**src/rtl/ads1115_pkg.sv**
```systemverilog
// ads1115_pkg: op and state encodings, ADS1115 register pointers and step indices
// shared by the ADS1115 continuous-mode sequencer.
package ads1115_pkg;

    typedef enum logic [2:0] {
        OP_START_W,
        OP_START_R,
        OP_W,
        OP_R_ACK,
        OP_R_NACK,
        OP_STOP
    } op_e;

    typedef enum logic [2:0] {
        S_IDLE,
        S_ISSUE,
        S_WAIT,
        S_ARMED,
        S_NACK,
        S_NACK_WAIT,
        S_RETRY
    } state_e;

    localparam logic [7:0] PTR_CONV      = 8'h00;
    localparam logic [7:0] PTR_CONFIG    = 8'h01;
    localparam logic [7:0] PTR_LO_THRESH = 8'h02;
    localparam logic [7:0] PTR_HI_THRESH = 8'h03;

    localparam logic [4:0] STEP_CFG_LAST = 5'd14;
    localparam logic [4:0] STEP_RD_FIRST = 5'd15;
    localparam logic [4:0] STEP_RD_LAST  = 5'd20;

    // Ops whose completion carries a slave ACK bit worth checking.
    function automatic logic expects_ack(input op_e op);
        return op inside {OP_START_W, OP_START_R, OP_W};
    endfunction

endpackage

```
**src/rtl/ads1115_op_rom.sv**
```systemverilog
// ads1115_op_rom: maps a sequencer step to the I2C master op and byte.
// Steps 0-14 program the thresholds and config, steps 15-20 read the conversion.
module ads1115_op_rom
    import ads1115_pkg::*;
#(
    parameter logic [15:0] CONFIG = 16'hC284
) (
    input  logic [4:0] step_i,
    output op_e        op_o,
    output logic [7:0] byte_o
);

    always_comb begin
        op_o   = OP_STOP;
        byte_o = 8'h00;
        case (step_i)
            5'd0, 5'd5, 5'd10, 5'd15: op_o = OP_START_W;
            5'd1:  begin op_o = OP_W; byte_o = PTR_LO_THRESH; end
            5'd6:  begin op_o = OP_W; byte_o = PTR_HI_THRESH; end
            5'd7:  begin op_o = OP_W; byte_o = 8'h80; end
            5'd11: begin op_o = OP_W; byte_o = PTR_CONFIG; end
            5'd12: begin op_o = OP_W; byte_o = CONFIG[15:8]; end
            5'd13: begin op_o = OP_W; byte_o = CONFIG[7:0]; end
            5'd16: begin op_o = OP_W; byte_o = PTR_CONV; end
            5'd2, 5'd3, 5'd8: op_o = OP_W;
            5'd17: op_o = OP_START_R;
            5'd18: op_o = OP_R_ACK;
            5'd19: op_o = OP_R_NACK;
            default: op_o = OP_STOP;
        endcase
    end

endmodule

```
**src/rtl/ads1115_ctrl.sv**
```systemverilog
// ads1115_ctrl: configures an ADS1115 over an i2c_master command port, then reads
// one conversion per ALERT/RDY falling edge and presents it as a one-cycle sample.
module ads1115_ctrl
    import ads1115_pkg::*;
#(
    parameter logic [6:0]  DEV_ADDR   = 7'h48,
    parameter logic [15:0] CONFIG     = 16'hC284,
    parameter int          RETRY_CLKS = 250000
) (
    input  logic        i_clk,
    input  logic        i_rst,
    input  logic        i_enable,
    input  logic        i_alert_n,
    output logic [15:0] o_sample,
    output logic        o_sample_valid,
    output logic        o_configured,
    output logic        o_error,
    output logic        o_overrun,
    output logic [6:0]  o_m_addr,
    output logic        o_m_rw,
    output logic        o_m_start,
    output logic [7:0]  o_m_wdata,
    output logic        o_m_wvalid,
    output logic        o_m_rready,
    output logic        o_m_stop,
    output logic        o_m_ack_send,
    input  logic [7:0]  i_m_rdata,
    input  logic        i_m_rvalid,
    input  logic        i_m_ack_recv,
    input  logic        i_m_done
);

    localparam int CW = $clog2(RETRY_CLKS + 1);

    state_e        state_q, state_d;
    logic [4:0]    step_q, step_d;
    logic          pending_q, pending_d;
    logic          configured_q, configured_d;
    logic [15:0]   sample_q, sample_d;
    logic          sample_valid_q, sample_valid_d;
    logic          error_q, error_d;
    logic          overrun_q, overrun_d;
    logic          ack_send_q, ack_send_d;
    logic [7:0]    msb_q, msb_d, lsb_q, lsb_d;
    logic [CW-1:0] cnt_q, cnt_d;
    logic [2:0]    alert_q;
    op_e           op;
    logic [7:0]    op_byte;
    logic          issue, alert_fall;

    ads1115_op_rom #(.CONFIG(CONFIG)) u_rom (
        .step_i (step_q),
        .op_o   (op),
        .byte_o (op_byte)
    );

    assign issue      = state_q == S_ISSUE;
    assign alert_fall = alert_q[2] & ~alert_q[1];

    always_ff @(posedge i_clk) begin
        if (i_rst) begin
            state_q        <= S_IDLE;
            step_q         <= '0;
            pending_q      <= 1'b0;
            configured_q   <= 1'b0;
            sample_q       <= '0;
            sample_valid_q <= 1'b0;
            error_q        <= 1'b0;
            overrun_q      <= 1'b0;
            ack_send_q     <= 1'b1;
            msb_q          <= '0;
            lsb_q          <= '0;
            cnt_q          <= '0;
            alert_q        <= 3'b111;
        end else begin
            state_q        <= state_d;
            step_q         <= step_d;
            pending_q      <= pending_d;
            configured_q   <= configured_d;
            sample_q       <= sample_d;
            sample_valid_q <= sample_valid_d;
            error_q        <= error_d;
            overrun_q      <= overrun_d;
            ack_send_q     <= ack_send_d;
            msb_q          <= msb_d;
            lsb_q          <= lsb_d;
            cnt_q          <= cnt_d;
            alert_q        <= {alert_q[1:0], i_alert_n};
        end
    end

    always_comb begin
        state_d        = state_q;
        step_d         = step_q;
        pending_d      = pending_q;
        configured_d   = configured_q;
        sample_d       = sample_q;
        sample_valid_d = 1'b0;
        error_d        = 1'b0;
        overrun_d      = 1'b0;
        msb_d          = msb_q;
        lsb_d          = lsb_q;
        cnt_d          = cnt_q;
        ack_send_d     = issue && op == OP_R_ACK  ? 1'b0 :
                         issue && op == OP_R_NACK ? 1'b1 : ack_send_q;
        if (alert_fall && configured_q) begin
            pending_d = 1'b1;
            overrun_d = pending_q;
        end
        case (state_q)
            S_IDLE: if (i_enable) begin
                step_d  = '0;
                state_d = S_ISSUE;
            end
            S_ISSUE: state_d = S_WAIT;
            S_WAIT: begin
                if (i_m_rvalid && op == OP_R_ACK) msb_d = i_m_rdata;
                if (i_m_rvalid && op == OP_R_NACK) lsb_d = i_m_rdata;
                if (i_m_done) begin
                    if (expects_ack(op) && i_m_ack_recv) begin
                        state_d = S_NACK;
                    end else if (op == OP_STOP && step_q == STEP_CFG_LAST) begin
                        configured_d = 1'b1;
                        state_d      = S_ARMED;
                    end else if (op == OP_STOP && step_q == STEP_RD_LAST) begin
                        sample_d       = {msb_q, lsb_q};
                        sample_valid_d = 1'b1;
                        state_d        = S_ARMED;
                    end else begin
                        step_d  = step_q + 5'd1;
                        state_d = S_ISSUE;
                    end
                end
            end
            S_ARMED: begin
                if (!i_enable) begin
                    configured_d = 1'b0;
                    state_d      = S_IDLE;
                end else if (pending_q) begin
                    // A fresh edge in this cycle re-arms without counting as overrun.
                    pending_d = alert_fall;
                    overrun_d = 1'b0;
                    step_d    = STEP_RD_FIRST;
                    state_d   = S_ISSUE;
                end
            end
            S_NACK: state_d = S_NACK_WAIT;
            S_NACK_WAIT: if (i_m_done) begin
                error_d      = 1'b1;
                configured_d = 1'b0;
                pending_d    = 1'b0;
                cnt_d        = '0;
                state_d      = S_RETRY;
            end
            S_RETRY: begin
                if (cnt_q == CW'(RETRY_CLKS - 1)) state_d = S_IDLE;
                else cnt_d = cnt_q + 1'b1;
            end
            default: state_d = S_IDLE;
        endcase
    end

    assign o_m_addr       = DEV_ADDR;
    assign o_m_start      = issue && (op == OP_START_W || op == OP_START_R);
    assign o_m_rw         = issue && op == OP_START_R;
    assign o_m_wvalid     = issue && op == OP_W;
    assign o_m_wdata      = o_m_wvalid ? op_byte : 8'h00;
    assign o_m_rready     = issue && (op == OP_R_ACK || op == OP_R_NACK);
    assign o_m_stop       = (issue && op == OP_STOP) || state_q == S_NACK;
    assign o_m_ack_send   = ack_send_d;
    assign o_sample       = sample_q;
    assign o_sample_valid = sample_valid_q;
    assign o_configured   = configured_q;
    assign o_error        = error_q;
    assign o_overrun      = overrun_q;

endmodule

```
**config.mk**
```make
export PLATFORM = sky130hd
export DESIGN_NAME = ads1115_ctrl
export DESIGN_NICKNAME = d
export VERILOG_FILES = /design/src/rtl/ads1115_pkg.sv /design/src/rtl/ads1115_op_rom.sv /design/src/rtl/ads1115_ctrl.sv
export SDC_FILE = /design/constraint.sdc
export NUM_CORES = 1
export LEC_CHECK = 0
export ABC_AREA = 1
export BUFFER_PORTS_ARGS = -buffer_cell sky130_fd_sc_hd__buf_2
export CAP_MARGIN = 0
export CORE_UTILIZATION = 57
export DETAILED_ROUTE_END_ITERATION = 16
export GPL_TIMING_DRIVEN = 0
export PLACE_DENSITY = 0.8
export RECOVER_POWER = 50
export SYNTH_ARGS = -nofsm -noshare
export SYNTH_HDL_FRONTEND = slang
export SYNTH_HIERARCHICAL = 1
export SYNTH_SLANG_ARGS = --single-unit
```
**constraint.sdc**
```tcl
create_clock -name i_clk -period 2.8 [get_ports i_clk]
set_input_delay 0.14 -clock i_clk [delete_from_list [all_inputs] [get_ports i_clk]]
set_output_delay 0.14 -clock i_clk [all_outputs]
set_load 0.01 [all_outputs]
```
==> results of run 1 <==
==> power by group through the flow <==
stage	Sequential (uW)	Combinational (uW)	Clock, uW
after floorplan	1130	821	0
after global placement	1150	985	0
after detailed placement	1160	1030	0
after CTS	1140	1050	823
after global routing	1160	1200	866
final	1150	1070	809
==> sequential cells by signal (all words and copies together), names as in the netlist <==
name and cells:
o_sample 16, o_sample_valid 1, lsb_q 8, ack_send_q 1, alert_q 3, pending_q 1, msb_q 8, o_configured 1
o_error 1, cnt_q 18, step_q 5, state_q 3, o_overrun 1
==> stage by stage <==
| stage | power, uW | hold slack (ns) |
|---|---|---|
| 6_report | 3020 | 0.0438 |
| 5_1_grt | 3230 | 0.0619 |
| 2_1_floorplan | 1950 | 0.244 |
| 3_3_place_gp | 2140 | 0.343 |
| 3_5_place_dp | 2190 | 0.339 |
| 4_1_cts | 3010 | 0.0335 |
==> synth_stat cells, types with 2 or more instances <==
cell and n:
nand4_1 6, nand3_1 30, nand3_2 6, nor2_2 7
or2_2 5, inv_1 51, nor3_1 8, a21oi_1 23
xnor2_1 2, o21ai_0 47, clkbuf_1 6, or2_0 2
nor2_1 136, nand2_2 6, nand2_4 4, xor2_1 5
buf_4 11, conb_1 3, a21oi_2 4, nand2_1 109
dfxtp_1 67, nand3b_1 2, nor2_4 7, ha_1 4
inv_2 12, buf_2 2
==> final cells by class <==
class                      count  area [um2]  share of cell area (%)
timing repair buffer          46         210                    4.89
clock inverter                 7        76.3                    1.78
inverter                      63         236                    5.50
buffer                        22         148                    3.44
sequential                    67        1350                    31.4
tap                           77        96.3                    2.24
clock buffer                   9         124                    2.88
multi-input combinational    433        2060                    47.9
==> layout by cell type (no fill, tap or decap), types with 2 or more instances in the layout <==
| cell type | netlist | layout |
|---|---|---|
| buf_2 | 2 | 26 |
| nor2_1 | 136 | 139 |
| dfxtp_2 | 0 | 5 |
| nand2_1 | 109 | 113 |
| ha_1 | 4 | 4 |
| dfxtp_1 | 67 | 62 |
| nor3_1 | 8 | 7 |
| clkinv_4 | 0 | 2 |
| xnor2_1 | 2 | 2 |
| o21ai_0 | 47 | 47 |
| clkbuf_8 | 0 | 9 |
| nand2_2 | 6 | 5 |
| nor2_4 | 7 | 5 |
| clkbuf_1 | 6 | 26 |
| inv_2 | 12 | 10 |
| nor2_2 | 7 | 6 |
| or2_0 | 2 | 2 |
| inv_1 | 51 | 52 |
| buf_4 | 11 | 11 |
| nand3b_1 | 2 | 2 |
| a21oi_1 | 23 | 26 |
| nand4_1 | 6 | 6 |
| nor3_2 | 1 | 2 |
| clkinvlp_4 | 0 | 2 |
| conb_1 | 3 | 10 |
| nand3_1 | 30 | 30 |
| or2_2 | 5 | 5 |
| nand3_2 | 6 | 6 |
| xor2_1 | 5 | 5 |
==> routing by layer <==
metal,vias to the layer above,wire length [um],GRT usage [%]
met5,-,0,0
met4,0,151,9.86
met2,112,4400,47.2
met1,1695,3960,33.6
li1,1939,-,-
met3,20,482,5.14
==> kinds of logic (layout without fill, tap and decap cells) <==
| group | Yosys count | in the layout | synth area share, % |
|---|---|---|---|
| xor+xnor | 7 | 7 | 1.61 |
| buf+inv | 85 | 147 | 10.0 |
| compound gates | 79 | 79 | 11.2 |
| fa+ha+maj | 4 | 4 | 1.32 |
| simple gates | 333 | 333 | 40.3 |
| flops | 67 | 67 | 35.3 |
| other cells | 3 | 10 | 0.296 |
==> worst paths after layout <==
check | to | slack (ns) | depth (start not counted)
setup / recovery | o_sample[6]$_SDFFE_PP0P_ | 0.23 | 16
hold reg to reg | alert_q[1]$_SDFF_PP1_ | 0.41 | 1
setup reg to reg | o_sample[6]$_SDFFE_PP0P_ | 0.23 | 16
hold / removal | o_overrun$_SDFF_PP0_ | 0.04 | 2
==> timing repair <==
| action | in CTS | in global routing |
|---|---|---|
| setup endpoints to repair | 1 | 10 |
| resized for setup | 5 | 3 |
| hold buffers | 1 | 0 |
| buffers inserted | 0 | 0 |
| hold endpoints to repair | 1 | 0 |
==> worst register-to-register path, cell delays in order (launching register included) <==
cell and delay (ns):
dfxtp_2 0.36, clkbuf_4 0.19, nand2_2 0.09, nor2_2 0.04, nand2_1 0.09, nand3_2 0.09, nor2_2 0.13, nand3_1 0.18
inv_1 0.17, nand2_1 0.10, nor2_2 0.18, nand3_1 0.15, nor2_4 0.22, inv_2 0.13, buf_6 0.16, nor2_1 0.13
nor2_1 0.06
==> metrics.txt, run 1 <==
Req. time, crit path 3.04 ns; final non-filler cell total 724; routed vias 3766; Slew @ Worst Pin 0.514 ns; Design Area, Final 4300 um2; sw frac 41.5%; remaining antenna violation count 0; Tcrit/Tclk final 91.7%; Synth Warn # 6; Leak 0.00183 uW; die width 83.7 um; net switching power 1250 uW; VDD IR max 0.747 mV; Pre-antenna DRT Iters 7; htree depth 3; first-pass GRT wire length 15700 um; CP max FO 10; CP peak stage delay 0.36 ns; Final nets 661; Netlist cell types 39; Longest Clk Path Bufs 2; FILL cells 625; initial antenna violation count 0; worst path cell trace clkbuf_4, nand2_2, nor2_2, nand2_1, nand3_2, nor2_2, nand3_1, inv_1, nand2_1, nor2_2, nand3_1, nor2_4, inv_2, buf_6, nor2_1, nor2_1; setup ws final 0.231 ns; Worst setup EP type flop; layout cells sized above 1 16.2%; CP top delay family simple AND/OR/NAND/NOR gates; WP buf/inv 4; Worst Setup SP step_q[0]$_SDFFE_PP0P_; Num CTS Buffers 9; die area 7000 um2; CTS sink cnt 67; min-delay src i_enable; final setup vio count 0; Worst Hold Class input port to flop; Final Hold Fails 0; CTS tree yes; clock skew 0.00725 ns; clock latency on the worst-skew pair 0.34 ns; GR Util All Layers 27.3%; Ant. Diodes 0; Die H 83.7 um; Clock transition at path regs 0.08 ns; Mapped Area 3800 um2; share of power burned in registers 37.9%; Cells after Synth 578; prevailing post-synth register cell dfxtp_1; root buffer cell clkbuf_8; RSZ-0062 raised after global routing no; reg2reg start step_q[0]$_SDFFE_PP0P_; vias in the first global route 3558; pwr/cell area 703 nW/um2; EDFF count, synth 0; dpl cells 707; largest net degree at the start of global routing 14; status completed; Post-DP Area 4150 um2; max_cap viols 0; Power Internal 1770 uW; Slew headroom 65.7%; Rows 29; worst slack, placed 0.160 ns; IO buf count 45; Clock Power Share 26.8%; crit path DAT 2.81 ns; grt ovf 0; routability-driven placement congestion ratio 0.968; Final Max Tran Viols 0; Max Freq 389 MHz; Critical Path Slowest Stage Cell dfxtp_2; DR iter-0 viols 176; mean post-synth cell area 6.58 um2; critical path type flop to flop; Layout area overhead 13.0%; Gate power share 35.3%; vias per std cell 5.20; crit-path most repeated cell nor2_2; Worst setup SP type flop; hpwl dp 6600 um; Synth area leader dfxtp_1; core area 6390 um2; Finished Core Util 67.3%; final WL 8990 um; Sum Neg Setup Slack 0 ns; DRC viols 0; Starting Density 59.6%; sequential element share of the synthesized area 35.3%; I/O pins 56; Yosys reg bits 67; crit path time final 2.57 ns; async set or reset register ratio after synthesis 0%; wire length per cell 12.4 um; post-synth top area share 35.3%; Synth area leaders dfxtp_1 (35%), nor2_1 (13%), nand2_1 (11%), o21ai_0 (6.2%), inv_1 (5.0%)
(Power assumes the default switching activity.)
==> run 2: changes to the inputs <==
Settings changed: CORE_UTILIZATION 57 to 59, CTS_BUF_LIST set to sky130_fd_sc_hd__clkbuf_2 sky130_fd_sc_hd__clkbuf_4 sky130_fd_sc_hd__clkbuf_8, PLACE_DENSITY 0.8 to 0.82.
==> run 2 against run 1 <==
Non-clock buffer count rose by 1. Die area fell by 3.3%. Critical path depth fell by 2. Via count rose by 2.4%. Maximum frequency fell by 1.0%. Worst setup slack got worse by 0.027 ns. Utilization rose by 3.9 points. Sequential power barely moved. Clock power rose by 2%. Largest cell class unchanged. Final cell count fell by 0.14%. Clock skew rose by 0.0030 ns. First-iteration DRC count fell by 6.3%.
==> metrics.txt, run 2 (synthesized netlist as in run 1, its figures left out) <==
status completed; Starting Density 62.8%; pwr/cell area 701 nW/um2; critical path type flop to flop; crit path DAT 2.83 ns; most frequent cells in the layout nor2_1 (139), nand2_1 (112), dfxtp_1 (62), inv_1 (52), o21ai_0 (47); Max Freq 385 MHz; Layout area overhead 13.4%; Longest Clk Path Bufs 2; Crit Reg-Reg Endpoint o_sample[6]$_SDFFE_PP0P_; hpwl dp 6560 um; Final nets 662; Sum Neg Setup Slack 0 ns; clock skew 0.0103 ns; Worst Hold Class input port to flop; clock latency on the worst-skew pair 0.34 ns; Die H 82.3 um; remaining antenna violation count 0; first-pass GRT wire length 14900 um; initial antenna violation count 0; layout cells sized above 1 16.7%; CP max FO 10; largest reg by FF count cnt_q; vias in the first global route 3382; grt ovf 0; Slew @ Worst Pin 0.564 ns; crit-path most repeated cell nor2_1; reg2reg start step_q[0]$_SDFFE_PP0P_; R2R cell count 14; Num CTS Buffers 9; wire length per cell 12.7 um; Pre-antenna DRT Iters 4; Leak 0.00185 uW; max FFs per register 18; CP peak stage delay 0.40 ns; root buffer cell clkbuf_8; Final Hold Fails 0; DRC viols 0; die area 6770 um2; Slew headroom 62.4%; Tcrit/Tclk final 92.7%; Critical Path End o_sample[6]$_SDFFE_PP0P_; final WL 9170 um; VDD IR max 0.708 mV; die width 82.3 um; CTS tree yes; Final Max Tran Viols 0; vias per std cell 5.33; Critical Path Slowest Stage Cell dfxtp_2; core area 6060 um2; final setup vio count 0; RSZ-0062 raised after global routing no; Ant. Diodes 0; GR Util All Layers 28.6%; Worst setup EP type flop; IO buf count 45; Worst Setup SP step_q[0]$_SDFFE_PP0P_; Hold WS 0.0354 ns; DR iter-0 viols 165; CTS sink cnt 67; crit path time final 2.60 ns; Clock transition at path regs 0.08 ns; worst path cell trace clkbuf_4, xor2_1, nor2_1, nor2_1, nand3_2, nand2_1, nand2_1, nor2_1, nand3_1, nor2_4, inv_2, buf_6, nor2_1, nor2_1; Rows 28; routed vias 3857; I/O pins 56; routability-driven placement congestion ratio 0.923; max_cap viols 0; htree depth 3; Worst setup SP type flop; Req. time, crit path 3.03 ns; largest net degree at the start of global routing 14; commonest non-fill, non-tap cell in the layout nor2_1; reg-to-reg slack, setup 0.20 ns
run 2: how the worst min path moves through the flow:
stage | from | to | cells past startpoint
5_1_grt | i_enable | o_overrun$_SDFF_PP0_ | 2
6_report | i_enable | o_overrun$_SDFF_PP0_ | 2
3_5_place_dp | i_alert_n | alert_q[0]$_SDFF_PP1_ | 2
3_3_place_gp | i_alert_n | alert_q[0]$_SDFF_PP1_ | 2
2_1_floorplan | i_alert_n | alert_q[0]$_SDFF_PP1_ | 1
4_1_cts | i_enable | o_overrun$_SDFF_PP0_ | 2
run 2: layer usage:
layer	global-route usage (%)	share of wire [%]
met5	0	0
met2	50.1	49
met4	11.4	1.4
met3	4.51	4.8
met1	34.9	45
run 2: worst max-delay path, delay by kind of cell (launching register included):
family / cells / cell delay, ns
XOR/XNOR: 1 / 0.16
buffers and inverters: 3 / 0.47
flip-flops: 1 / 0.40
AND/OR/NAND/NOR: 10 / 1.44
run 2: cell type report:
class | instances | area [um2]
plain buffers | 22 | 148
clock buffers | 9 | 124
clock inverters | 7 | 77.6
fillers | 555 | 1750
inverters | 63 | 236
multi-input cells | 433 | 2070
flip-flops and latches | 67 | 1350
well taps | 75 | 93.8
repair buffers | 47 | 218
run 2: power by group:
part / total [uW] / switching (uW) / leakage, uW / internal [uW]
logic: 1050 / 724 / 0.00120 / 329
registers: 1150 / 129 / 0.000543 / 1020
clock network: 823 / 405 / 0.000105 / 419
run 2: what timing repair did:
action / CTS / global route
hold buffers: 1 / 0
hold endpoints to repair: 1 / 0
setup endpoints to repair: 0 / 17
gates resized for setup: 0 / 7
setup buffers: 0 / 1
run 2: through the flow:
stage | utilization [%] | total power, uW | instance area, um2 | setup WS [ns] | std cells
floorplan | - | 1950 | 3830 | 0.593 | 585
global placement | 68.5 | 2150 | 4150 | 0.176 | 705
detailed placement | 68.5 | 2190 | 4150 | 0.151 | 705
CTS | 71.9 | 3000 | 4360 | 0.0612 | 722
global route | 71.2 | 3210 | 4310 | 0.0248 | 723
finish | 71.2 | 3020 | 4310 | 0.204 | 723
